**src/rtl/uart_tx_sched.sv**
```systemverilog
// Round-robin byte arbiter + shared FIFO + frame sequencer feeding one UART TX core.
// Define UART_TX_SCHED_TAG_EN to send a tag frame 8'hA0|src whenever the source changes.
module uart_tx_sched #(
   parameter int NUM_REQ      = 4,
   parameter int FIFO_DEPTH   = 8,
   parameter int GAP_CYCLES   = 16,
   parameter int BUSY_TIMEOUT = 4096,
   localparam int SRC_W       = (NUM_REQ > 1) ? $clog2(NUM_REQ) : 1
) (
   input  logic                        i_sys_clk,
   input  logic                        i_reset_n,
   input  logic [NUM_REQ-1:0]          i_req_valid,
   input  logic [8*NUM_REQ-1:0]        i_req_data,
   output logic [NUM_REQ-1:0]          o_req_ready,
   output logic                        o_tx_start,
   output logic [7:0]                  o_tx_data,
   input  logic                        i_tx_busy,
   input  logic                        i_tx_done,
   output logic [SRC_W-1:0]            o_tx_src,
   output logic [$clog2(FIFO_DEPTH):0] o_fifo_level,
   output logic                        o_timeout,
   output logic                        o_idle
);

   localparam int PTR_W = $clog2(FIFO_DEPTH);
   localparam int ENT_W = SRC_W + 8;
   localparam int SW1   = SRC_W + 1;
   localparam int GAP_W = (GAP_CYCLES > 1) ? $clog2(GAP_CYCLES) : 1;
   localparam int TMO_W = $clog2(BUSY_TIMEOUT + 1);

   localparam logic [2:0] ST_IDLE      = 3'd0;
   localparam logic [2:0] ST_LOAD      = 3'd1;
   localparam logic [2:0] ST_START     = 3'd2;
   localparam logic [2:0] ST_WAIT_BUSY = 3'd3;
   localparam logic [2:0] ST_WAIT_DONE = 3'd4;
   localparam logic [2:0] ST_GAP       = 3'd5;
   localparam logic [2:0] ST_AFTER     = (GAP_CYCLES == 0) ? ST_IDLE : ST_GAP;

`ifdef UART_TX_SCHED_TAG_EN
   localparam logic [7:0] TAG_BASE = 8'hA0;
`endif

   // arbiter
   logic [SRC_W-1:0] rr_ptr_reg;
   logic [SRC_W-1:0] grant_id;
   logic             grant_any;
   logic [SW1-1:0]   arb_sum;
   logic [SRC_W-1:0] arb_idx;
   logic             active_reg;
   logic             accept_en;
   logic             push;
   logic [7:0]       push_data;

   // fifo
   logic [ENT_W-1:0] fifo_mem [FIFO_DEPTH];
   logic [PTR_W:0]   wr_ptr_reg;
   logic [PTR_W:0]   rd_ptr_reg;
   logic             fifo_empty;
   logic             fifo_full;
   logic [ENT_W-1:0] head_ent;
   logic [SRC_W-1:0] head_src;
   logic [7:0]       head_data;
   logic             pop;

   // sequencer
   logic [2:0]       state_reg, state_next;
   logic [TMO_W-1:0] tmo_cnt_reg, tmo_cnt_next;
   logic [GAP_W-1:0] gap_cnt_reg, gap_cnt_next;
   logic             timeout_reg, timeout_next;
   logic [7:0]       tx_data_reg, tx_data_next;
   logic [SRC_W-1:0] tx_src_reg, tx_src_next;
`ifdef UART_TX_SCHED_TAG_EN
   logic [SRC_W-1:0] last_src_reg, last_src_next;
   logic             last_vld_reg, last_vld_next;
`endif

   always_comb begin
      grant_id  = '0;
      grant_any = 1'b0;
      arb_sum   = '0;
      arb_idx   = '0;
      for (int off = 0; off < NUM_REQ; off++) begin
         arb_sum = {1'b0, rr_ptr_reg} + SW1'(off);
         if (arb_sum >= SW1'(NUM_REQ)) begin
            arb_sum = arb_sum - SW1'(NUM_REQ);
         end
         arb_idx = arb_sum[SRC_W-1:0];
         if (!grant_any && i_req_valid[arb_idx]) begin
            grant_any = 1'b1;
            grant_id  = arb_idx;
         end
      end
   end

   // active_reg keeps ready low while reset is held and for the first cycle after it
   assign accept_en = active_reg && !fifo_full;

   genvar gi;
   generate
      for (gi = 0; gi < NUM_REQ; gi++) begin : g_ready
         assign o_req_ready[gi] = accept_en && grant_any && (grant_id == SRC_W'(gi));
      end
   endgenerate

   assign push      = |(i_req_valid & o_req_ready);
   assign push_data = i_req_data[{grant_id, 3'b000} +: 8];

   assign fifo_empty = (wr_ptr_reg == rd_ptr_reg);
   assign fifo_full  = (wr_ptr_reg[PTR_W-1:0] == rd_ptr_reg[PTR_W-1:0]) &&
                       (wr_ptr_reg[PTR_W] != rd_ptr_reg[PTR_W]);
   assign head_ent   = fifo_mem[rd_ptr_reg[PTR_W-1:0]];
   assign head_src   = head_ent[ENT_W-1:8];
   assign head_data  = head_ent[7:0];

   always_ff @(posedge i_sys_clk) begin
      if (push) begin
         fifo_mem[wr_ptr_reg[PTR_W-1:0]] <= {grant_id, push_data};
      end
   end

   always_comb begin
      state_next   = state_reg;
      tmo_cnt_next = tmo_cnt_reg;
      gap_cnt_next = gap_cnt_reg;
      timeout_next = timeout_reg;
      tx_data_next = tx_data_reg;
      tx_src_next  = tx_src_reg;
      pop          = 1'b0;
`ifdef UART_TX_SCHED_TAG_EN
      last_src_next = last_src_reg;
      last_vld_next = last_vld_reg;
`endif
      case (state_reg)
         ST_IDLE: begin
            if (!fifo_empty) begin
               state_next = ST_LOAD;
            end
         end
         ST_LOAD: begin
            tx_src_next = head_src;
`ifdef UART_TX_SCHED_TAG_EN
            // source change: send the tag now and leave the data byte queued for the next pass
            if (!last_vld_reg || (head_src != last_src_reg)) begin
               tx_data_next  = TAG_BASE | 8'(head_src);
               last_src_next = head_src;
               last_vld_next = 1'b1;
            end else begin
               tx_data_next = head_data;
               pop          = 1'b1;
            end
`else
            tx_data_next = head_data;
            pop          = 1'b1;
`endif
            state_next = ST_START;
         end
         ST_START: begin
            // counter holds cycles elapsed since the start pulse
            tmo_cnt_next = TMO_W'(1);
            state_next   = ST_WAIT_BUSY;
         end
         ST_WAIT_BUSY: begin
            if (i_tx_busy) begin
               state_next = ST_WAIT_DONE;
            end else if (i_tx_done) begin
               state_next   = ST_AFTER;
               gap_cnt_next = '0;
            end else if (int'(tmo_cnt_reg) >= BUSY_TIMEOUT - 1) begin
               timeout_next = 1'b1;
               state_next   = ST_AFTER;
               gap_cnt_next = '0;
            end else begin
               tmo_cnt_next = tmo_cnt_reg + 1'b1;
            end
         end
         ST_WAIT_DONE: begin
            if (i_tx_done) begin
               state_next   = ST_AFTER;
               gap_cnt_next = '0;
            end
         end
         ST_GAP: begin
            if (int'(gap_cnt_reg) >= GAP_CYCLES - 1) begin
               state_next = ST_IDLE;
            end else begin
               gap_cnt_next = gap_cnt_reg + 1'b1;
            end
         end
         default: begin
            state_next = ST_IDLE;
         end
      endcase
   end

   always_ff @(posedge i_sys_clk or negedge i_reset_n) begin
      if (!i_reset_n) begin
         active_reg  <= 1'b0;
         rr_ptr_reg  <= '0;
         wr_ptr_reg  <= '0;
         rd_ptr_reg  <= '0;
         state_reg   <= ST_IDLE;
         tmo_cnt_reg <= '0;
         gap_cnt_reg <= '0;
         timeout_reg <= 1'b0;
         tx_data_reg <= '0;
         tx_src_reg  <= '0;
`ifdef UART_TX_SCHED_TAG_EN
         last_src_reg <= '0;
         last_vld_reg <= 1'b0;
`endif
      end else begin
         active_reg <= 1'b1;
         if (push) begin
            wr_ptr_reg <= wr_ptr_reg + 1'b1;
            rr_ptr_reg <= (grant_id == SRC_W'(NUM_REQ - 1)) ? '0 : grant_id + 1'b1;
         end
         if (pop) begin
            rd_ptr_reg <= rd_ptr_reg + 1'b1;
         end
         state_reg   <= state_next;
         tmo_cnt_reg <= tmo_cnt_next;
         gap_cnt_reg <= gap_cnt_next;
         timeout_reg <= timeout_next;
         tx_data_reg <= tx_data_next;
         tx_src_reg  <= tx_src_next;
`ifdef UART_TX_SCHED_TAG_EN
         last_src_reg <= last_src_next;
         last_vld_reg <= last_vld_next;
`endif
      end
   end

   assign o_tx_start   = (state_reg == ST_START);
   assign o_tx_data    = tx_data_reg;
   assign o_tx_src     = tx_src_reg;
   assign o_fifo_level = wr_ptr_reg - rd_ptr_reg;
   assign o_timeout    = timeout_reg;
   assign o_idle       = fifo_empty && (state_reg == ST_IDLE);

endmodule

```
**config.mk**
```make
export PLATFORM = sky130hd
export DESIGN_NAME = uart_tx_sched
export DESIGN_NICKNAME = d
export VERILOG_FILES = /design/src/rtl/uart_tx_sched.sv
export SDC_FILE = /design/constraint.sdc
export NUM_CORES = 1
export LEC_CHECK = 0
export ABC_AREA = 0
export CAP_MARGIN = 25
export CORE_MARGIN = 3
export CORE_UTILIZATION = 50
export CTS_CLUSTER_DIAMETER = 120
export DETAILED_ROUTE_END_ITERATION = 10
export PLACE_DENSITY = 0.75
export RECOVER_POWER = 50
export SLEW_MARGIN = 20
export SYNTH_ARGS = -nofsm -noshare
export SYNTH_HDL_FRONTEND = slang
export SYNTH_SLANG_ARGS = --single-unit
```
**constraint.sdc**
```tcl
create_clock -name i_sys_clk -period 2.6 [get_ports i_sys_clk]
set_input_delay 0.52 -clock i_sys_clk [delete_from_list [all_inputs] [get_ports i_sys_clk]]
set_output_delay 0.52 -clock i_sys_clk [all_outputs]
set_load 0.02 [all_outputs]
```
-- Word-level counts from Yosys, hierarchy flattened
Memory sizes are Yosys's and may differ from the RTL's. A register that Yosys moved wholly into a read port is not among the register bits.
Index checks and enable logic that the tools add are counted.
- bits in registers: 32
- output and inout port bits: 21
- input port bits: 40
- bits in writable memories: 80
- logic and storage cells: 122
- memories kept: 1
- memories (name ; depth ; width ; read ports ; clocked after memory_dff ; wr ports ; line ; text):
    fifo_mem ; 8 ; 10 ; 1 ; 1 ; 1 ; 55 ; logic [ENT_W-1:0] fifo_mem [FIFO_DEPTH];
- muxes and demuxes: 41
- equality and inequality tests: 20
- reductions and logical operators: 25
- bitwise logic cells: 3
- add/sub/neg operators: 13
- shift-type cells: 1
- $lt $le $gt $ge: 10
- operators with widths (cell ; count):
    13-bit two-way mux ; 3
    32-bit by 6-bit variable part select with 8-bit output ; 1
    13-bit one-hot mux with 2 select lines ; 1
    4-bit two-way mux ; 5
    2-bit two-way mux ; 9
    3-bit two-way mux ; 6
    3-bit one-hot mux with 6 select lines ; 1
    2-bit != test, second input constant ; 7
    13-bit by 1-bit adder with 13-bit output, second input constant ; 1
    13-bit by 12-bit >= comparator with 1-bit output, second input constant ; 1
    4-bit by 1-bit adder with 4-bit output, second input constant ; 3
    2-bit by 3-bit less-than comparator with 1-bit output, second input constant ; 4
    4-bit one-hot mux with 3 select lines ; 1
    4-bit AND reduction ; 3
    1-bit logical AND ; 11
    1-bit two-way mux ; 11
    3-bit >= comparator, second input constant ; 3
    1-bit binary-select mux with 2-bit select ; 4
    2-bit by 1-bit subtractor with 2-bit output, second input constant ; 4
    2-bit by 2-bit adder with 3-bit output, second input constant ; 2
    3-bit by 2-bit equality test with 1-bit output, second input constant ; 2
    3-bit equality test, second input constant ; 2
    1-bit zero test ; 5
    5-bit AND reduction ; 1
    20 further kinds ; 22

-- Depth between registers and ports, before layout
- word-level depth: 20
- depth in mapped cells: 8
- mapped depth without buffers: 7

-- Worst setup path before layout
Ideal clock, no wire load.
- path type: flip-flop to output port
- start: reg rd_ptr_reg[1]
- end: out o_req_ready[0]
- stages on the path, launching flop included: 8
- arrival: 2343 ps
- setup slack: -263 ps
- path buffers: 2
- required time: 2080 ps
- path through: dfrtp_1 -> buf_1 -> inv_1 -> ha_1 -> and3_1 -> a21oi_1 -> clkbuf_1 -> nor3b_1
- cells in the longest elaborated chain, start to end: 6
- RTL lines (what ; line ; text):
    start: declaration ; 57 ; logic [PTR_W:0] rd_ptr_reg;
    start signal: assignment ; 218 ; rd_ptr_reg <= rd_ptr_reg + 1'b1;
    3-bit equality test ; 109 ; assign fifo_full = (wr_ptr_reg[PTR_W-1:0] == rd_ptr_reg[PTR_W-1:0]) &&
    1-bit logical AND ; 109 ;
    1-bit zero test ; 96 ; assign accept_en = active_reg && !fifo_full;
    1-bit logical AND ; 96 ;
    1-bit logical AND (2 in series) ; 101 ; assign o_req_ready[gi] = accept_en && grant_any && (grant_id == SRC_W'(gi));
    end: declaration ; 14 ; output logic [NUM_REQ-1:0] o_req_ready,
Every way passes these cells.

-- Worst setup path after layout
- start: reg rd_ptr_reg[0]
- end: out o_idle
- cells in the longest elaborated chain, start to end: 2
- RTL lines (what ; line ; text):
    4-bit equality test ; 108 ; assign fifo_empty = (wr_ptr_reg == rd_ptr_reg);
    1-bit logical AND ; 238 ; assign o_idle = fifo_empty && (state_reg == ST_IDLE);
    end: declaration ; 22 ; output logic o_idle
Every way passes these cells.

==> impl_metrics.toml <==
[worst_setup_path]
cp_max_fo = 2
timing.rr.start = "rr_ptr_reg[1]"
crit_path_end_kind = "output port"
cp_num_cells = 6
crit_buf_inv = 2
worstPathCellList = "ha_4 > and3_4 > buf_4 > nand2_1 > nor2_1 > dlygate4sd2_1"
reg2reg_slack_ns = 0.15
endpoint = "o_idle"
rr_worst_depth = 6
crit_family = "buffers and inverters"
cpMaxStageDelayCell = "dfrtp_1"
crit_start = "rd_ptr_reg[0]"
path_class = "reg2out"
critPathLaunchType = "flip-flop"
max_stage_delay_ns = 0.42
arrival_ns = 2.02
required_ns = 2.08
rr_endpoint = "fifo_mem[5][0]"

[layout]
seq_area_um2 = 3450
drive_gt1_share_pct = 25.0
finish.instance_area_um2 = 7260
area.growth.synth_to_final_pct = 30.4
fillCellCount = 698
multiInputGateArea_um2 = 2050
largest_reg_flops = 80
fin_nets = 551
antenna_cells = 0

[global_route]
grt_pass1_vias = 3689
overflow = 0
use_met2_pct = 31.2
gr-usage-met1_pct = 26.7
antenna_found_initial = 0
grt_use_met3_pct = 5.27
grt_pass1_wl_um = 18900
grt_max_degree = 27
busiest_layer = "met2"
track_usage_pct = 19.8

[route]
firstDrtPassIters = 4
routed_wl_um = 11700
ant_nets = 0
drc = 0
drt_iter0_markers = 400
num_vias = 3685
wl_per_cell_um = 18.0
post_drt_via_cell_ratio = 5.65

[timing]
post-route-period-util_pct = 97.9
worst_pin_slew_ns = 0.997
fin_tns_setup_ns = 0
skew_ns = 0.00724
period_needed_ns = 2.54
finalMaxSlewViolations = 0
report.final.hold_viol_count = 0
max_slew_margin_pct = 33.5
setup_viol = 0
fmax_ghz = 0.393

[logic_synthesis]
synthTopCellsByCount = "80 x edfxtp_1, 42 x dfrtp_1, 41 x nand2_1, 32 x nor2_1, 24 x mux2i_1"
ys.flop_type = "edfxtp_1"
synth_top_area_share_pct = 43.2
synth_area_um2 = 5570
synth_nets = 446
yosysTopAreaCell = "edfxtp_1"
syn_avg_cell_area_um2 = 14.0
synth_cells = 398
async_flop_share_pct = 34.4
ys_ff_latch = 122
ys_seq_area_share_pct = 62.0
yosys-top-cells-area = "edfxtp_1 43%, dfrtp_1 19%, mux4_2 8.1%"
ys_types = 60
synth_most_common_cell = "edfxtp_1"
ys_warn_count = 0
synth_edf_count = 80

[clocking]
clock_sinks = 122
htree_levels = 4
clk_latency_ns = 0.52
cts_tree = "built"
cts_buffer_depth = 2
cts_made_buffers = 17
clk_pin_slew_ns = 0.06
clockRootBuffer = "clkbuf_8"

[floorplan]
start_util_pct = 52.7
core_um2 = 10600
die_w_um = 112
die_h_um = 112
die_area_um2 = 12400
num_rows = 37
io_pins = 61

[run_status]
outcome = "complete, no violations"

[placement]
place.detailed.hpwl_um = 7440
place.gp.congestion = 0.849
place_area_um2 = 6550
numPortBuffers = 60

[power]
power_density_nw_per_um2 = 1200
ir_drop_mv = 0.772
leakagePower_nw = 2.76
finalPower_mw = 8.71

[job]
cap_violations = 0

[min_path]
min_path_type = "reg2reg"
per-stage QoR:
stage	util (%)	hold slack, ns	instances	worst slack [ns]
3_5_place_dp	62.1	0.464	608	-0.348
6_report	68.8	0.477	652	0.0554
5_1_grt	68.8	0.505	652	-0.0134
4_1_cts	68.3	0.449	643	-0.0124
2_1_floorplan	-	0.224	398	-0.0525
3_3_place_gp	62.0	0.449	607	-0.291
worst min-delay path by stage:
stage	slack, ns	cells past startpoint	start	to
floorplan	0.22	0	i_reset_n	active_reg
global placement	0.45	1	o_timeout	o_timeout
detailed placement	0.46	1	gap_cnt_reg[3]	gap_cnt_reg[3]
CTS	0.45	2	i_reset_n	tmo_cnt_reg[4]
global route	0.50	1	gap_cnt_reg[3]	gap_cnt_reg[3]
finish	0.48	1	gap_cnt_reg[3]	gap_cnt_reg[3]
report_power, final:
group	leakage [nW]	internal [mW]	switching (mW)
Sequential	1.25	2.68	0.295
Combinational	1.23	1.63	1.87
Clock	0.278	1.30	0.936
layout by cell type (no fill, tap or decap), drive strengths merged, types with 2 or more instances in the layout:
| cell type | synthesis | routed |
|---|---|---|
| mux4 | 20 | 20 |
| nor3 | 8 | 8 |
| or2 | 3 | 3 |
| dlygate4sd2 | 0 | 2 |
| o41ai | 2 | 2 |
| ha | 7 | 7 |
| a31oi | 12 | 12 |
| nand2 | 42 | 42 |
| clkinv | 0 | 4 |
| nand3 | 7 | 7 |
| o21ai | 9 | 9 |
| nor2 | 33 | 33 |
| xnor2 | 13 | 13 |
| clkdlybuf4s50 | 0 | 50 |
| buf | 14 | 44 |
| nor2b | 5 | 5 |
| clkdlybuf4s15 | 0 | 2 |
| dfrtp | 42 | 42 |
| a21oi | 9 | 9 |
| xor2 | 6 | 6 |
| nand2b | 4 | 4 |
| clkinvlp | 0 | 2 |
| a221oi | 2 | 2 |
| mux2i | 24 | 24 |
| edfxtp | 80 | 80 |
| nand4 | 10 | 10 |
| nor3b | 3 | 3 |
| nor4 | 10 | 10 |
| inv | 9 | 17 |
| clkbuf | 4 | 22 |
cells by family (layout without fill, tap and decap cells):
family / after synthesis / in the layout / share of synthesized area (%)
simple gates: 134 / 134 / 12.6
flops: 122 / 122 / 62.0
compound gates: 43 / 43 / 5.80
xor+xnor: 19 / 19 / 2.99
fa+ha+maj: 8 / 8 / 1.93
other cells: 1 / 1 / 0.0674
mux: 44 / 44 / 12.4
buf+inv: 27 / 145 / 2.20
layer usage:
| metal | share of wire (%) | vias up |
|---|---|---|
| li1 | - | 1720 |
| met4 | 0.72 | 0 |
| met5 | 0 | - |
| met2 | 50 | 152 |
| met1 | 42 | 1807 |
| met3 | 7.5 | 6 |
final cells by class:
class                           instances  share of cell area, %
Timing Repair Buffer                  104                   13.4
Sequential cell                       122                   47.6
Inverter                                9                  0.517
Clock inverter                         15                   2.12
Multi-Input combinational cell        249                   28.3
Tap cell                              136                   2.34
Clock buffer                           17                   5.71
timing repair:
item                                    CTS  global route
resized for setup                        47             8
endpoints found under the hold margin    16             0
pin swaps                                 3             3
hold buffers                              1             0
endpoints found under the setup margin   19            21
setup buffers                             2             8
No activity file was read; power rests on OpenSTA's default activity.
